<file path="src/rtl/pipeline_stall_controller_pkg.sv">
// Shared definitions for the pipeline stall controller: run-mode FSM encodings
// and the default statistics counter width.
package pipeline_stall_controller_pkg;

  localparam int CANT_BITS_CONTADOR_DEFAULT = 32;

  typedef logic [1:0] run_state_t;

  localparam logic [1:0] ST_IDLE   = 2'd0;
  localparam logic [1:0] ST_RUN    = 2'd1;
  localparam logic [1:0] ST_STEP   = 2'd2;
  localparam logic [1:0] ST_HALTED = 2'd3;

endpackage

</file>
<file path="src/rtl/pipeline_stall_controller_if.sv">
// Hazard/debug command inputs and pipeline strobe/statistics outputs of the
// stall controller; the controller takes the slave side.
interface pipeline_stall_controller_if #(
  parameter int CANT_BITS_CONTADOR = 32
);
  logic                          i_bit_burbuja;
  logic                          i_branch_taken;
  logic                          i_halt_wb;
  logic                          i_start_continuous;
  logic                          i_start_step;
  logic                          i_step;
  logic                          i_clear;
  logic                          o_enable_pc;
  logic                          o_enable_if_id;
  logic                          o_enable_back;
  logic                          o_bubble_id_ex;
  logic                          o_flush_if_id;
  logic                          o_halted;
  logic [CANT_BITS_CONTADOR-1:0] o_cycle_count;
  logic [CANT_BITS_CONTADOR-1:0] o_stall_count;

  modport master (
    output i_bit_burbuja, i_branch_taken, i_halt_wb, i_start_continuous,
           i_start_step, i_step, i_clear,
    input  o_enable_pc, o_enable_if_id, o_enable_back, o_bubble_id_ex,
           o_flush_if_id, o_halted, o_cycle_count, o_stall_count
  );

  modport slave (
    input  i_bit_burbuja, i_branch_taken, i_halt_wb, i_start_continuous,
           i_start_step, i_step, i_clear,
    output o_enable_pc, o_enable_if_id, o_enable_back, o_bubble_id_ex,
           o_flush_if_id, o_halted, o_cycle_count, o_stall_count
  );
endinterface

</file>
<file path="src/rtl/pipeline_stall_controller_saturating_counter.sv">
// Up-counter that sticks at all-ones instead of wrapping; synchronous clear
// takes priority over increment.
module saturating_counter #(
  parameter int CANT_BITS_CONTADOR = 32
) (
  input  logic                          i_clock,
  input  logic                          i_reset,
  input  logic                          i_clear,
  input  logic                          i_inc,
  output logic [CANT_BITS_CONTADOR-1:0] o_count
);

  always_ff @(posedge i_clock or negedge i_reset) begin
    if (!i_reset) begin
      o_count <= '0;
    end else if (i_clear) begin
      o_count <= '0;
    end else if (i_inc && (o_count != {CANT_BITS_CONTADOR{1'b1}})) begin
      o_count <= o_count + 1'b1;
    end
  end

endmodule

</file>
<file path="src/rtl/pipeline_stall_controller.sv">
// Run-mode FSM that turns hazard bubbles, branch flushes, halt and debug
// run/step commands into per-stage enable/flush/bubble strobes plus statistics.
module pipeline_stall_controller
  import pipeline_stall_controller_pkg::*;
#(
  parameter int CANT_BITS_CONTADOR = CANT_BITS_CONTADOR_DEFAULT
) (
  input  logic                        i_clock,
  input  logic                        i_reset,
  pipeline_stall_controller_if.slave  bus
);

  run_state_t state;
  run_state_t state_nxt;
  logic       step_prev;
  logic       step_pulse;
  logic       adv;
  logic       start_run;

  assign step_pulse = bus.i_step & ~step_prev;
  assign start_run  = (state == ST_IDLE) & (bus.i_start_continuous | bus.i_start_step);

  always_comb begin
    adv = 1'b0;
    case (state)
      ST_RUN:  adv = 1'b1;
      ST_STEP: adv = step_pulse;
      default: adv = 1'b0;
    endcase
  end

  always_comb begin
    state_nxt = state;
    case (state)
      ST_IDLE: begin
        if (bus.i_start_continuous)  state_nxt = ST_RUN;
        else if (bus.i_start_step)   state_nxt = ST_STEP;
      end
      // The halting instruction's own cycle still advances so it retires.
      ST_RUN, ST_STEP: begin
        if (adv && bus.i_halt_wb)    state_nxt = ST_HALTED;
      end
      ST_HALTED: begin
        if (bus.i_clear)             state_nxt = ST_IDLE;
      end
      default:                       state_nxt = ST_IDLE;
    endcase
  end

  always_ff @(posedge i_clock or negedge i_reset) begin
    if (!i_reset) begin
      state     <= ST_IDLE;
      step_prev <= 1'b0;
    end else begin
      state     <= state_nxt;
      step_prev <= bus.i_step;
    end
  end

  // Bubble wins over flush: a stalled branch has not resolved on valid operands.
  assign bus.o_enable_pc    = adv & ~bus.i_bit_burbuja;
  assign bus.o_enable_if_id = adv & ~bus.i_bit_burbuja;
  assign bus.o_enable_back  = adv;
  assign bus.o_bubble_id_ex = adv & bus.i_bit_burbuja;
  assign bus.o_flush_if_id  = adv & bus.i_branch_taken & ~bus.i_bit_burbuja;
  assign bus.o_halted       = (state == ST_HALTED);

  saturating_counter #(.CANT_BITS_CONTADOR(CANT_BITS_CONTADOR)) u_cycle_counter (
    .i_clock (i_clock),
    .i_reset (i_reset),
    .i_clear (start_run),
    .i_inc   (adv),
    .o_count (bus.o_cycle_count)
  );

  saturating_counter #(.CANT_BITS_CONTADOR(CANT_BITS_CONTADOR)) u_stall_counter (
    .i_clock (i_clock),
    .i_reset (i_reset),
    .i_clear (start_run),
    .i_inc   (adv & bus.i_bit_burbuja),
    .o_count (bus.o_stall_count)
  );

endmodule

</file>
<file path="src/flat_wrapper.sv">
// flat-port wrapper written by rule: the top's interface ports become plain ports
module pipeline_stall_controller_flat import pipeline_stall_controller_pkg::*;
#(
  parameter int CANT_BITS_CONTADOR = CANT_BITS_CONTADOR_DEFAULT
)
  (i_clock, i_reset, bus_i_bit_burbuja, bus_i_branch_taken, bus_i_halt_wb, bus_i_start_continuous, bus_i_start_step, bus_i_step, bus_i_clear, bus_o_enable_pc, bus_o_enable_if_id, bus_o_enable_back, bus_o_bubble_id_ex, bus_o_flush_if_id, bus_o_halted, bus_o_cycle_count, bus_o_stall_count);
  pipeline_stall_controller_if #(.CANT_BITS_CONTADOR(CANT_BITS_CONTADOR)) bus_i ();
  input  logic i_clock;
  input  logic i_reset;
  input wire logic [$bits(bus_i.i_bit_burbuja)-1:0] bus_i_bit_burbuja;
  input wire logic [$bits(bus_i.i_branch_taken)-1:0] bus_i_branch_taken;
  input wire logic [$bits(bus_i.i_halt_wb)-1:0] bus_i_halt_wb;
  input wire logic [$bits(bus_i.i_start_continuous)-1:0] bus_i_start_continuous;
  input wire logic [$bits(bus_i.i_start_step)-1:0] bus_i_start_step;
  input wire logic [$bits(bus_i.i_step)-1:0] bus_i_step;
  input wire logic [$bits(bus_i.i_clear)-1:0] bus_i_clear;
  output wire logic [$bits(bus_i.o_enable_pc)-1:0] bus_o_enable_pc;
  output wire logic [$bits(bus_i.o_enable_if_id)-1:0] bus_o_enable_if_id;
  output wire logic [$bits(bus_i.o_enable_back)-1:0] bus_o_enable_back;
  output wire logic [$bits(bus_i.o_bubble_id_ex)-1:0] bus_o_bubble_id_ex;
  output wire logic [$bits(bus_i.o_flush_if_id)-1:0] bus_o_flush_if_id;
  output wire logic [$bits(bus_i.o_halted)-1:0] bus_o_halted;
  output wire logic [$bits(bus_i.o_cycle_count)-1:0] bus_o_cycle_count;
  output wire logic [$bits(bus_i.o_stall_count)-1:0] bus_o_stall_count;
  assign bus_i.i_bit_burbuja = bus_i_bit_burbuja;
  assign bus_i.i_branch_taken = bus_i_branch_taken;
  assign bus_i.i_halt_wb = bus_i_halt_wb;
  assign bus_i.i_start_continuous = bus_i_start_continuous;
  assign bus_i.i_start_step = bus_i_start_step;
  assign bus_i.i_step = bus_i_step;
  assign bus_i.i_clear = bus_i_clear;
  assign bus_o_enable_pc = bus_i.o_enable_pc;
  assign bus_o_enable_if_id = bus_i.o_enable_if_id;
  assign bus_o_enable_back = bus_i.o_enable_back;
  assign bus_o_bubble_id_ex = bus_i.o_bubble_id_ex;
  assign bus_o_flush_if_id = bus_i.o_flush_if_id;
  assign bus_o_halted = bus_i.o_halted;
  assign bus_o_cycle_count = bus_i.o_cycle_count;
  assign bus_o_stall_count = bus_i.o_stall_count;
  pipeline_stall_controller #(.CANT_BITS_CONTADOR(CANT_BITS_CONTADOR)) u_core (.i_clock(i_clock), .i_reset(i_reset), .bus(bus_i));
endmodule
</file>
<file path="config.mk">
export PLATFORM = sky130hd
export DESIGN_NAME = pipeline_stall_controller_flat
export DESIGN_NICKNAME = d
export VERILOG_FILES = /design/src/rtl/pipeline_stall_controller_pkg.sv /design/src/rtl/pipeline_stall_controller_if.sv /design/src/rtl/pipeline_stall_controller_saturating_counter.sv /design/src/rtl/pipeline_stall_controller.sv /design/src/flat_wrapper.sv
export SDC_FILE = /design/constraint.sdc
export NUM_CORES = 1
export LEC_CHECK = 0
export CAP_MARGIN = 25
export CELL_PAD_IN_SITES_DETAIL_PLACEMENT = 0
export CELL_PAD_IN_SITES_GLOBAL_PLACEMENT = 1
export CORE_MARGIN = 3
export CORE_UTILIZATION = 39
export DETAILED_ROUTE_END_ITERATION = 7
export GPL_TIMING_DRIVEN = 1
export PLACE_DENSITY_LB_ADDON = 0.05
export SYNTH_ARGS = -nofsm -noshare
export SYNTH_HDL_FRONTEND = slang
export SYNTH_SLANG_ARGS = --single-unit
</file>
<file path="constraint.sdc">
create_clock -name i_clock -period 2.4 [get_ports i_clock]
set_input_delay 0.48 -clock i_clock [delete_from_list [all_inputs] [get_ports i_clock]]
set_output_delay 0.48 -clock i_clock [all_outputs]
set_load 0.02 [all_outputs]
</file>
# [Word-level counts from Yosys, hierarchy flattened]
# Index checks and enable logic that the tools add are counted.
[classes] eq_ne=8 bitwise=9 n_reduce_logical=8 n_addsub=2 muxes=10
[ops] op="$mux W32" n=4
[ops] op="$add A32 B1 Y32 const B" n=2
[ops] op="$ne A32 B32 Y1 const B" n=2
[ops] op="$mux W2" n=4
[ops] op="$and A1 B1 Y1" n=6
[ops] op="$pmux W2 S3" n=1
[ops] op="$eq A2 B2 Y1 const B" n=2
[ops] op="$reduce_bool A2 Y1" n=2
[ops] op="$logic_and A1 B1 Y1" n=3
[ops] op="$ne A3 B3 Y1 const B" n=1
[ops] op="$reduce_and A3 Y1" n=1
[ops] op="$eq A2 B1 Y1 const B" n=1
[ops] op="$logic_not A2 Y1" n=1
[ops] op="$ne A2 B1 Y1 const B" n=1
[ops] op="$ne A2 B2 Y1 const B" n=1
[ops] op="$not A1 Y1" n=2
[ops] op="$pmux W1 S2" n=1
[ops] op="$reduce_or A2 Y1" n=1
[ops] op="$or A1 B1 Y1" n=1
[word_totals] wordCells=41 ff_bits=67 inputBits=9 output_inout_bits=70

# [Depth between registers and ports, before layout]
# Gate-level depths: netlist (run 1).
[logic_depth] depth_word=7 ltp_mapped=9 depth_no_buf=8

# [Cells and area by module]
# A second synthesis (run 1) with hierarchy kept.
[unflattened] hier_cells=424 hier_area_um2=3975.1
[by_module_without_submodules] module="saturating_counter" cells_each=198 area_per_inst_um2=1854.3 seq_area_each_um2=800.8 instances=2
[by_module_without_submodules] module="pipeline_stall_controller" cells_each=28 area_per_inst_um2=266.5 seq_area_each_um2=75.1 instances=1

# [Worst setup path before layout (run 1)]
# Ideal clock, no wire load.
[synth_timing] path_kind="flip-flop to flip-flop" startpoint="reg u_core.state[0]" endpoint="reg u_core.u_stall_counter.o_count[11]" setup_time_ns=0.078 n_path_buf=1 path_stages_with_launch=10 slack_ns=0.055 t_required_ns=2.322 arrival_time_ns=2.267 synth_period_minus_slack_ns=2.345 path_cell_list="dfrtp_1 > inv_1 > ha_1 > and3b_1 > o211ai_1 > clkinv_1 > nand3_1 > clkbuf_1 > o21ai_0 > a21oi_1"
[synth_via] elab_chain_len=5 word_cells_on_any_way=9 cone_classes="eq/ne (2); mux (2); bitwise (2); reduce/logical (3)"
[synth_lines] item="from (decl)" line="pipeline_stall_controller.sv:13" rtl="run_state_t state;"
[synth_lines] item="from (signal assigned)" line="pipeline_stall_controller.sv:55" rtl="state <= state_nxt;"
[synth_lines] item="$eq A2 B2 Y1 / $eq A2 B1 Y1 (equally long branches)" line="pipeline_stall_controller.sv:25" rtl="case (state)"
[synth_lines] item="$pmux W1 S2 *" line="pipeline_stall_controller.sv:25"
[synth_lines] item="$and A1 B1 Y1 *"
[synth_lines] item="via bus_o_bubble_id_ex" line="flat_wrapper.sv:20" rtl="output wire logic [$bits(bus_i.o_bubble_id_ex)-1:0] bus_o_bubble_id_ex;"
[synth_lines] item="$logic_and A1 B1 Y1 *" line="pipeline_stall_controller_saturating_counter.sv:18" rtl="end else if (i_inc && (o_count != {CANT_BITS_CONTADOR{1'b1}})) begin"
[synth_lines] item="$reduce_bool A2 Y1 (no source line) *"
[synth_lines] item="to (signal assigned)" line="pipeline_stall_controller_saturating_counter.sv:19" rtl="o_count <= o_count + 1'b1;"
[synth_lines] item="to (decl)" line="pipeline_stall_controller_saturating_counter.sv:10" rtl="output logic [CANT_BITS_CONTADOR-1:0] o_count"
# The timed path passes the listed nets; every way through them passes the cells marked *.
# A chain may end at the register's enable or synchronous reset.

# [Final worst setup path (run 1)]
[layout_timing] startpoint="reg u_core.state[0]" endpoint="out bus_o_bubble_id_ex"
[layout_via] elab_chain_len=3 word_cells_on_any_way=4 cone_classes="eq/ne (2); mux (1); bitwise (1)"
[layout_lines] item="$eq A2 B2 Y1 / $eq A2 B1 Y1 (equally long branches)" line="pipeline_stall_controller.sv:25"
[layout_lines] item="$pmux W1 S2 *" line="pipeline_stall_controller.sv:25"
[layout_lines] item="$and A1 B1 Y1 *" line="pipeline_stall_controller.sv:64" rtl="assign bus.o_bubble_id_ex = adv & bus.i_bit_burbuja;"
[layout_lines] item="to (decl)" line="flat_wrapper.sv:20"
# Mark *: on every way between the ends. The rest lies on a longest branch, timed or not.

==> flow_metrics.env, run 1 <==
export IMPL_rsz0062_at_grt="true"
export IMPL_synthMuxAreaShare_pct=0.261
export IMPL_cp_data_arrival_time_ps=1950
export IMPL_ant_nets=0
export IMPL_ir_drop_v=0.000335
export IMPL_synthAdderAreaFrac_pct=1.96
export IMPL_cts_tree="yes"
export IMPL_ys_async_sr_fraction_pct=100
export IMPL_synth_distinct_cells=46
export IMPL_syn_nets=449
export IMPL_pin_count=79
export IMPL_cts_sinks=67
export IMPL_layout_drive_gt1_share_pct=15.8
export IMPL_start_util_pct=40.9
export IMPL_die_area_um2=11000
export IMPL_hold_viol_final=0
export IMPL_avgViaCountPerCell=5.79
export IMPL_synth_top_family_by_area="simple AND/OR/NAND/NOR gates"
export IMPL_synth_compound_area_share_pct=20.6
export IMPL_critPathLaunchType="flop"
export IMPL_num_rows=35
export IMPL_maxCapViolCount=0
export IMPL_hold_buffers=0
export IMPL_fp_dieH_um=105
export IMPL_wl_per_cell_um=16.4
export IMPL_place_congestion=0.832
export IMPL_relSlewSlack_pct=56.2
export IMPL_finalPower_w=0.00332
export IMPL_finalSetupViolCount=1
export IMPL_finClkSkew_ps=10.1
export IMPL_critPathMostFrequentCell="inv_2"
export IMPL_grt_max_degree=68
export IMPL_ys_warn_count=0
export IMPL_synthXorXnorAreaFrac_pct=1.14
export IMPL_grt_first_pass_wirelength_mm=19.4
export IMPL_min_path_type="primary input to asynchronous set/reset pin"
export IMPL_synth_edf_count=0
export IMPL_post_route_period_util_pct=101
export IMPL_gr_total_overflow=0
export IMPL_crit_path_end_kind="output pin"
export IMPL_syn_to_final_growth_pct=38.0
export IMPL_ys_ff_latch=67
export IMPL_synthTopCellsByArea="dfrtp_1, a21oi_1, or4_1, o31ai_1, nand3_1"
export IMPL_drt_wl_total_mm=11.3
export IMPL_power_density_nw_per_um2=628
export IMPL_crit_family="compound AO/OA/AOI/OAI gates"
export IMPL_yosysTopAreaCellShare_pct=43.8
export IMPL_yosysTopAreaCell="dfrtp_1"
export IMPL_p_leak_nw=2.12
export IMPL_num_antenna_cells=0
export IMPL_cts_path_max_buffers=2
export IMPL_cpPeakStageDelay_ps=440
export IMPL_insertion_delay_ps=340
export IMPL_fmax_ghz=0.411
export IMPL_critical_path_class="flop to output pin"
export IMPL_root_buffer="clkbuf_8"
export IMPL_post_route_drc_count=0
export IMPL_port_buffers=78
export IMPL_worst_pin_slew_ps=655
export IMPL_cts_buffers=9
export IMPL_critPathBufInv=4
export IMPL_die_w_um=105
export IMPL_violations="negative setup slack"
export IMPL_final_max_slew_viol_count=0
export IMPL_drt_pass1_iterations=5
export IMPL_grt_pass1_vias=3924
export IMPL_final_min_clock_period_ps=2430
export IMPL_path_clk_slew_ps=80
export IMPL_whs_ps=132
export IMPL_initialDrtViolationCount=180
export IMPL_setup_tns_ps=-33.2
export IMPL_outcome="complete, but fails checks"
export IMPL_layout_setup_ws_ps=-33.2
export IMPL_htreeDepth=3
export IMPL_netlist_instances=434
export IMPL_critPathMaxFanout=3
export IMPL_dp_hpwl_mm=7.95
export IMPL_crit_path_top_delay_cell="o211ai_1"
export IMPL_antenna_found_initial=0
export IMPL_final_nets=568
export IMPL_synth_area_um2=3830
export IMPL_crit_chain="inv_2 -> ha_2 -> and3b_1 -> o211ai_1 -> inv_2 -> buf_4 -> buf_2"
export IMPL_synth_area_per_cell_um2=8.83
export IMPL_vias=3975
export IMPL_ys_seq_area_share_pct=43.8
export IMPL_core_um2=9370
export IMPL_synth_simple_gate_area_share_pct=29.2
export IMPL_critPathRequiredTime_ps=1920
export IMPL_ys_flop_type="dfrtp_1"
export IMPL_grt_usage_pct=21.2
-- report_power, final --
part           leakage (nW)  switching [W]  internal (W)  total [W]
clock network        0.0947       0.000438      0.000510   0.000947
registers             0.926      0.0000538       0.00118    0.00124
logic                  1.10       0.000687      0.000452    0.00114
-- sequential cells by signal, indices dropped and copies added (netlist names) --
register,flops
u_core.step_prev,1
u_core.u_stall_counter.o_count,32
u_core.state,2
u_core.u_cycle_counter.o_count,32
-- cells by family (layout without fill, tap and decap cells) --
logic type               count (synthesis)  in the layout
AND/OR/NAND/NOR                        198            198
multiplexers                             1              1
AO/OA/AOI/OAI                          128            128
adder cells (fa/ha/maj)                  6              6
XOR/XNOR                                 5              5
flip-flops                              67             67
buffers and inverters                   29            153
-- worst paths after layout --
check | endpoint | slack [ps] | cells after the start | startpoint
worst max-delay path | bus_o_bubble_id_ex | -30 | 7 | u_core.state[0]$_DFFE_PN0P_
worst min-delay path | u_core.u_stall_counter.o_count[23]$_DFFE_PN0P_ | 130 | 2 | i_reset
worst max register to register | u_core.u_stall_counter.o_count[23]$_DFFE_PN0P_ | 40 | 10 | u_core.state[0]$_DFFE_PN0P_
worst min register to register | u_core.u_cycle_counter.o_count[11]$_DFFE_PN0P_ | 560 | 2 | u_core.u_cycle_counter.o_count[11]$_DFFE_PN0P_
max in group asynchronous | u_core.u_cycle_counter.o_count[30]$_DFFE_PN0P_ | 1940 | 2 | i_reset
min in group i_clock | u_core.u_cycle_counter.o_count[11]$_DFFE_PN0P_ | 560 | 2 | u_core.u_cycle_counter.o_count[11]$_DFFE_PN0P_
-- layout by cell type, fill, tap and decap left out, types with 3 or more instances in the layout --
| cell | instances |
|---|---|
| o211ai_1 | 6 |
| dfrtp_1 | 67 |
| and4_1 | 6 |
| a21oi_1 | 48 |
| inv_2 | 3 |
| buf_4 | 48 |
| nand4_1 | 15 |
| nor4_1 | 3 |
| clkbuf_8 | 10 |
| nor3_1 | 4 |
| and2_1 | 3 |
| buf_2 | 3 |
| clkbuf_1 | 4 |
| a21oi_2 | 3 |
| xor2_1 | 3 |
| o31ai_1 | 23 |
| a31oi_1 | 5 |
| inv_1 | 7 |
| or3_1 | 21 |
| and3_1 | 14 |
| or4_1 | 26 |
| a31o_2 | 3 |
| o21ai_0 | 27 |
| nand3_1 | 34 |
| clkdlybuf4s50_1 | 72 |
| nor2_1 | 21 |
| or4_4 | 3 |
| nand2_1 | 38 |
| ha_1 | 5 |
-- timing repair --
| action | CTS | global route |
|---|---|---|
| gates cloned | 0 | 0 |
| gates resized for setup | 18 | 10 |
| pin swaps | 3 | 1 |
| setup buffers | 1 | 1 |
| endpoints found under the setup margin | 6 | 23 |
-- synthesized netlist by cell type, types with 3 or more instances --
cell	number
or3_1	21
nand2_1	38
o211ai_1	6
nor4_1	4
a31o_2	3
and4_1	6
ha_1	6
or4_1	26
nand3_1	34
nor2_1	21
and3_1	14
inv_1	9
a21oi_1	51
a31oi_1	5
o31ai_1	23
xor2_1	3
o21ai_0	29
dfrtp_1	67
buf_2	5
clkbuf_1	12
nand4_1	15
nor3_1	4
and2_1	3
-- per-layer routing --
layer | global-route usage, % | wire, um | vias to the layer above
li1 | - | - | 1908
met1 | 30.3 | 5490 | 1959
met2 | 33.1 | 5150 | 96
met3 | 3.40 | 497 | 12
met4 | 6.47 | 141 | 0
met5 | 0 | 0 | -
-- metrics by stage --
stage	cells	setup WS, ps	util, %	instance area (um2)
5_1_grt	687	-82.6	56.4	5290
6_report	687	-33.2	56.4	5290
3_5_place_dp	669	-386	54.1	5070
2_1_floorplan	434	55.3	-	3830
3_3_place_gp	669	-387	54.1	5070
4_1_cts	686	-100	56.2	5270
-- final cells by class --
type | count | area (um2)
clock buffers | 14 | 153
flip-flops and latches | 67 | 1680
multi-input cells | 338 | 2080
well taps | 129 | 161
inverters | 10 | 37.5
fillers | 902 | 4090
clock inverters | 2 | 35.0
repair buffers | 127 | 1150
(Power assumes the default switching activity.)
==> run 2, diff against run 1 <==
- SKIP_LAST_GASP: unset -> 1
==> flow_metrics.env, run 2 (synthesis results as in run 1) <==
export IMPL_ant_nets=0
export IMPL_num_rows=35
export IMPL_antenna_found_initial=0
export IMPL_outcome="complete, no violations"
export IMPL_core_um2=9370
export IMPL_grt_max_degree=68
export IMPL_vias=3981
export IMPL_seqCellArea_um2=1680
export IMPL_grt_usage_pct=21.2
export IMPL_min_path_type="primary input to asynchronous set/reset pin"
export IMPL_wl_per_cell_um=16.5
export IMPL_root_buffer="clkbuf_8"
export IMPL_relSlewSlack_pct=58.0
export IMPL_final_min_clock_period_ps=2340
export IMPL_insertion_delay_ps=340
export IMPL_drt_wl_total_mm=11.3
export IMPL_die_area_um2=11000
export IMPL_n_fill_cell=905
export IMPL_cp_data_arrival_time_ps=1860
export IMPL_dp_hpwl_mm=7.95
export IMPL_final_common_cell="clkdlybuf4s50_1"
export IMPL_grt_pass1_vias=3924
export IMPL_fmax_ghz=0.427
export IMPL_layout_setup_ws_ps=57.4
export IMPL_p_leak_nw=2.12
export IMPL_critPathRequiredTime_ps=1920
export IMPL_avgViaCountPerCell=5.80
export IMPL_fin_cells=686
export IMPL_finClkSkew_ps=9.06
export IMPL_fp_dieH_um=105
export IMPL_worst_pin_slew_ps=629
export IMPL_pin_count=79
export IMPL_hold_viol_final=0
export IMPL_place_congestion=0.832
export IMPL_ir_drop_v=0.000336
export IMPL_post_route_period_util_pct=97.6
export IMPL_drt_pass1_iterations=5
export IMPL_num_antenna_cells=0
export IMPL_cts_tree="yes"
export IMPL_top_regs="u_core.u_cycle_counter.o_count (32), u_core.u_stall_counter.o_count (32), u_core.state (2)"
export IMPL_finalSetupViolCount=0
export IMPL_path_clk_slew_ps=80
export IMPL_start_util_pct=40.9
export IMPL_layout_drive_gt1_share_pct=16.0
export IMPL_die_w_um=105
export IMPL_layout_common_cells="clkdlybuf4s50_1, dfrtp_1, a21oi_1"
export IMPL_syn_to_final_growth_pct=38.1
export IMPL_grt_first_pass_wirelength_mm=19.4
export IMPL_place_inst=669
export IMPL_multi_input_area_um2=2080
export IMPL_dpl_worst_slack_ps=-386
export IMPL_final_max_slew_viol_count=0
export IMPL_cts_sinks=67
export IMPL_gr_total_overflow=0
export IMPL_maxCapViolCount=0
export IMPL_critPathLaunchType="flop"
export IMPL_crit_path_end_kind="output pin"
export IMPL_hold_buffers=0
export IMPL_final_nets=567
export IMPL_post_route_drc_count=0
export IMPL_power_density_nw_per_um2=627
export IMPL_cts_path_max_buffers=2
export IMPL_cts_buffers=9
export IMPL_htreeDepth=3
export IMPL_port_buffers=78
export IMPL_critical_path_class="flop to output pin"
export IMPL_initialDrtViolationCount=148
export IMPL_rsz0062_at_grt="true"
export IMPL_critPathMaxFanout=3
## run 2: critical path, stage by stage (launching register included)
cell	delay [ps]
dfrtp_1	400
buf_4	150
ha_1	210
buf_4	150
o21ai_2	180
inv_1	90
and3_1	190
clkbuf_2	150
## run 2: repair_timing
item / in CTS / in global routing
buffers inserted: 1 / 0
gates resized for setup: 12 / 21
pin swaps: 3 / 2
setup endpoints to repair: 6 / 22
## run 2: layout make-up
type	count	share of cell area [%]
clock inverter	2	0.662
sequential	67	31.7
inverter	10	0.709
tap	129	3.05
multi-input combinational	338	39.4
timing repair buffer	126	21.7
clock buffer	14	2.88
## run 2: metrics by stage
stage | hold slack, ps | cell area (um2) | power (W) | utilization, % | setup TNS [ps]
2_1_floorplan | 184 | 3830 | 0.00185 | - | 0
3_3_place_gp | 537 | 5070 | 0.00237 | 54.1 | -4940
3_5_place_dp | 536 | 5070 | 0.00238 | 54.1 | -6030
4_1_cts | 155 | 5270 | 0.00334 | 56.3 | -427
5_1_grt | 177 | 5290 | 0.00354 | 56.5 | -103
6_report | 133 | 5290 | 0.00332 | 56.5 | 0
## run 2: worst paths after layout
| path | startpoint | slack, ps | cells past startpoint | endpoint |
|---|---|---|---|---|
| worst max-delay path | u_core.state[0]$_DFFE_PN0P_ | 60 | 7 | bus_o_flush_if_id |
| worst min-delay path | i_reset | 130 | 2 | u_core.u_stall_counter.o_count[23]$_DFFE_PN0P_ |
| worst max register to register | u_core.state[0]$_DFFE_PN0P_ | 80 | 10 | u_core.u_stall_counter.o_count[23]$_DFFE_PN0P_ |
| worst min register to register | u_core.u_cycle_counter.o_count[11]$_DFFE_PN0P_ | 560 | 2 | u_core.u_cycle_counter.o_count[11]$_DFFE_PN0P_ |
| max in group asynchronous | i_reset | 1940 | 2 | u_core.u_cycle_counter.o_count[30]$_DFFE_PN0P_ |
| min in group i_clock | u_core.u_cycle_counter.o_count[11]$_DFFE_PN0P_ | 560 | 2 | u_core.u_cycle_counter.o_count[11]$_DFFE_PN0P_ |
## run 2: report_power, final
| group | switching, W | internal (W) | leakage, nW | total [W] |
|---|---|---|---|---|
| clock | 0.000438 | 0.000510 | 0.0947 | 0.000947 |
| sequential | 0.0000538 | 0.00118 | 0.926 | 0.00124 |
| combinational | 0.000688 | 0.000449 | 1.10 | 0.00114 |
| total | 0.00118 | 0.00214 | 2.12 | 0.00332 |
## run 2: per-layer routing
metal	track usage, %	wire length (um)
met4	6.47	152
met2	33.1	5270
met5	0	0
met1	30.3	5310
met3	3.40	576
==> run 3, diff against run 2 <==
- ABC_AREA: unset -> 1
- CORE_UTILIZATION: 39 -> 38
==> flow_metrics.env, run 3 <==
export IMPL_syn_nets=671
export IMPL_htreeDepth=3
export IMPL_rr_startpoint="u_core.state[0]$_DFFE_PN0P_"
export IMPL_grt_max_degree=68
export IMPL_cts_path_max_buffers=2
export IMPL_netlist_instances=656
export IMPL_multi_input_area_um2=2490
export IMPL_avgViaCountPerCell=4.89
export IMPL_top_regs="u_core.u_cycle_counter.o_count (32), u_core.u_stall_counter.o_count (32), u_core.state (2)"
export IMPL_synth_top_family_by_area="simple AND/OR/NAND/NOR gates"
export IMPL_maxCapViolCount=0
export IMPL_critPathRequiredTime_ps=1920
export IMPL_finClkSkew_ps=10.3
export IMPL_rsz0062_at_grt="false"
export IMPL_insertion_delay_ps=340
export IMPL_synth_compound_area_share_pct=6.48
export IMPL_hold_buffers=0
export IMPL_antenna_found_initial=0
export IMPL_synthAdderAreaFrac_pct=1.68
export IMPL_synthTopCellsByArea="dfrtp_1, nand2_1, nor2_1, nand3_1, inv_1"
export IMPL_place_congestion=0.823
export IMPL_layout_setup_ws_ps=167
export IMPL_ant_nets=0
export IMPL_worst_pin_slew_ps=486
export IMPL_grt_first_pass_wirelength_mm=21.7
export IMPL_r2r_slack_ps=470
export IMPL_synthMuxAreaShare_pct=0
export IMPL_final_max_slew_viol_count=0
export IMPL_power_density_nw_per_um2=644
export IMPL_gr_total_overflow=0
export IMPL_yosysMostFrequentCell="nand2_1"
export IMPL_crit_path_end_kind="output pin"
export IMPL_synth_area_um2=4480
export IMPL_fin_cells=889
export IMPL_place_inst=874
export IMPL_die_w_um=115
export IMPL_n_fill_cell=1175
export IMPL_synth_edf_count=0
export IMPL_fmax_ghz=0.448
export IMPL_dpl_worst_slack_ps=-124
export IMPL_r2r_end="u_core.u_stall_counter.o_count[4]$_DFFE_PN0P_"
export IMPL_post_route_period_util_pct=93.0
export IMPL_synthXorXnorAreaFrac_pct=6.06
export IMPL_vias=4351
export IMPL_ys_top_cells_by_count="nand2_1, nor2_1, dfrtp_1, nand3_1, inv_1"
export IMPL_yosysTopAreaCellShare_pct=37.5
export IMPL_relSlewSlack_pct=67.5
export IMPL_synth_simple_gate_area_share_pct=41.5
export IMPL_grt_usage_pct=20.7
export IMPL_die_area_um2=13100
export IMPL_critical_path_class="flop to output pin"
export IMPL_path_clk_slew_ps=50
export IMPL_finish_utilization_pct=50.2
export IMPL_root_buffer="clkbuf_16"
export IMPL_layout_common_cells="nand2_1, nor2_1, clkdlybuf4s50_1"
export IMPL_num_antenna_cells=0
export IMPL_p_leak_nw=2.60
export IMPL_hold_viol_final=0
export IMPL_wl_per_cell_um=14.4
export IMPL_core_um2=11500
export IMPL_num_rows=39
export IMPL_final_common_cell="nand2_1"
export IMPL_min_path_type="primary input to asynchronous set/reset pin"
export IMPL_ys_flop_type="dfrtp_1"
export IMPL_yosysTopAreaCell="dfrtp_1"
export IMPL_fp_dieH_um=115
export IMPL_cp_data_arrival_time_ps=1750
export IMPL_synth_distinct_cells=33
export IMPL_cts_buffers=9
export IMPL_port_buffers=78
export IMPL_initialDrtViolationCount=291
export IMPL_final_nets=757
export IMPL_ys_warn_count=0
export IMPL_ys_seq_area_share_pct=37.5
export IMPL_whs_ps=161
export IMPL_r2r_cells=13
export IMPL_layout_drive_gt1_share_pct=7.51
export IMPL_syn_to_final_growth_pct=28.6
export IMPL_drt_wl_total_mm=12.8
export IMPL_ir_drop_v=0.000329
export IMPL_post_route_drc_count=0
export IMPL_final_min_clock_period_ps=2230
export IMPL_start_util_pct=39.0
export IMPL_dp_hpwl_mm=9.27
export IMPL_grt_pass1_vias=4355
export IMPL_critPathLaunchType="flop"
export IMPL_setup_tns_ps=0
export IMPL_cts_sinks=67
export IMPL_drt_pass1_iterations=4
export IMPL_seqCellArea_um2=1680
export IMPL_ys_ff_latch=67
export IMPL_finalSetupViolCount=0
export IMPL_critPathMaxFanout=4
export IMPL_cts_tree="yes"
export IMPL_ys_async_sr_fraction_pct=100
export IMPL_outcome="complete, no violations"
export IMPL_pin_count=79
export IMPL_synth_area_per_cell_um2=6.82
## run 3: changes by cell type after synthesis, sizes merged, moves of 24 or more
cell,change
or4,-29
nand2,+218
a21oi,-46
nor2,+77
o31ai,-24
inv,+44
## run 3: final cells by class
cell class	instances	area share [%]
sequential	67	29.1
clock inverter	1	0.522
inverter	54	3.61
clock buffer	14	4.93
tap	143	3.11
timing repair buffer	89	15.4
multi-input combinational	521	43.3
## run 3: through the flow
step	power, W	cell area, um2
finish	0.00371	5760
global route	0.00391	5760
CTS	0.00377	5760
detailed placement	0.00236	5450
global placement	0.00234	5450
floorplan	0.00196	4480
## run 3: logic make-up (layout without fill, tap and decap cells)
group                      count (synthesis)  count (layout)
AOI/OAI and AO/OA                         51              51
xor gates and xnor gates                  31              31
adders and majority gates                  6               6
buffers and inverters                     68             158
DFF                                       67              67
and+or+nand+nor                          433             433
## run 3: worst max-delay path by stage
stage / startpoint / end / slack (ps) / cells after the start
CTS: u_core.state[0]$_DFFE_PN0P_ / bus_o_flush_if_id / 70 / 7
finish: u_core.state[0]$_DFFE_PN0P_ / bus_o_bubble_id_ex / 170 / 8
global placement: bus_i_step / bus_o_flush_if_id / -70 / 8
floorplan: u_core.state[0]$_DFFE_PN0P_ / bus_o_flush_if_id / 500 / 6
global route: u_core.state[0]$_DFFE_PN0P_ / bus_o_enable_pc / 30 / 5
detailed placement: bus_i_step / bus_o_flush_if_id / -120 / 8
## run 3: repair_timing
item                                    4_1_cts  5_1_grt
setup buffers                                 0        0
endpoints found under the setup margin        5        1
resized for setup                             5        2
pin swaps                                     0        0
## run 3: metal layers
| layer | GRT usage [%] | vias up | wire [um] |
|---|---|---|---|
| met5 | 0 | - | 0 |
| met4 | 8.39 | 0 | 279 |
| met3 | 3.07 | 19 | 478 |
| met2 | 35.0 | 93 | 6260 |
| met1 | 26.4 | 1999 | 5790 |
| li1 | - | 2240 | - |
## run 3: power by group
group	internal, W	switching [W]	leakage, nW	total (W)
clock	0.000913	0.000497	0.155	0.00141
combinational	0.000332	0.000769	1.51	0.00110
sequential	0.00117	0.0000325	0.930	0.00120
## run 3: critical path, cell delays in order, from the launching register on
cell and delay (ps):
dfrtp_1 410, inv_1 100, ha_1 170, nand3_1 80, nand2_1 80, buf_4 110, nand3_1 70, inv_1 80
dlygate4sd2_1 330
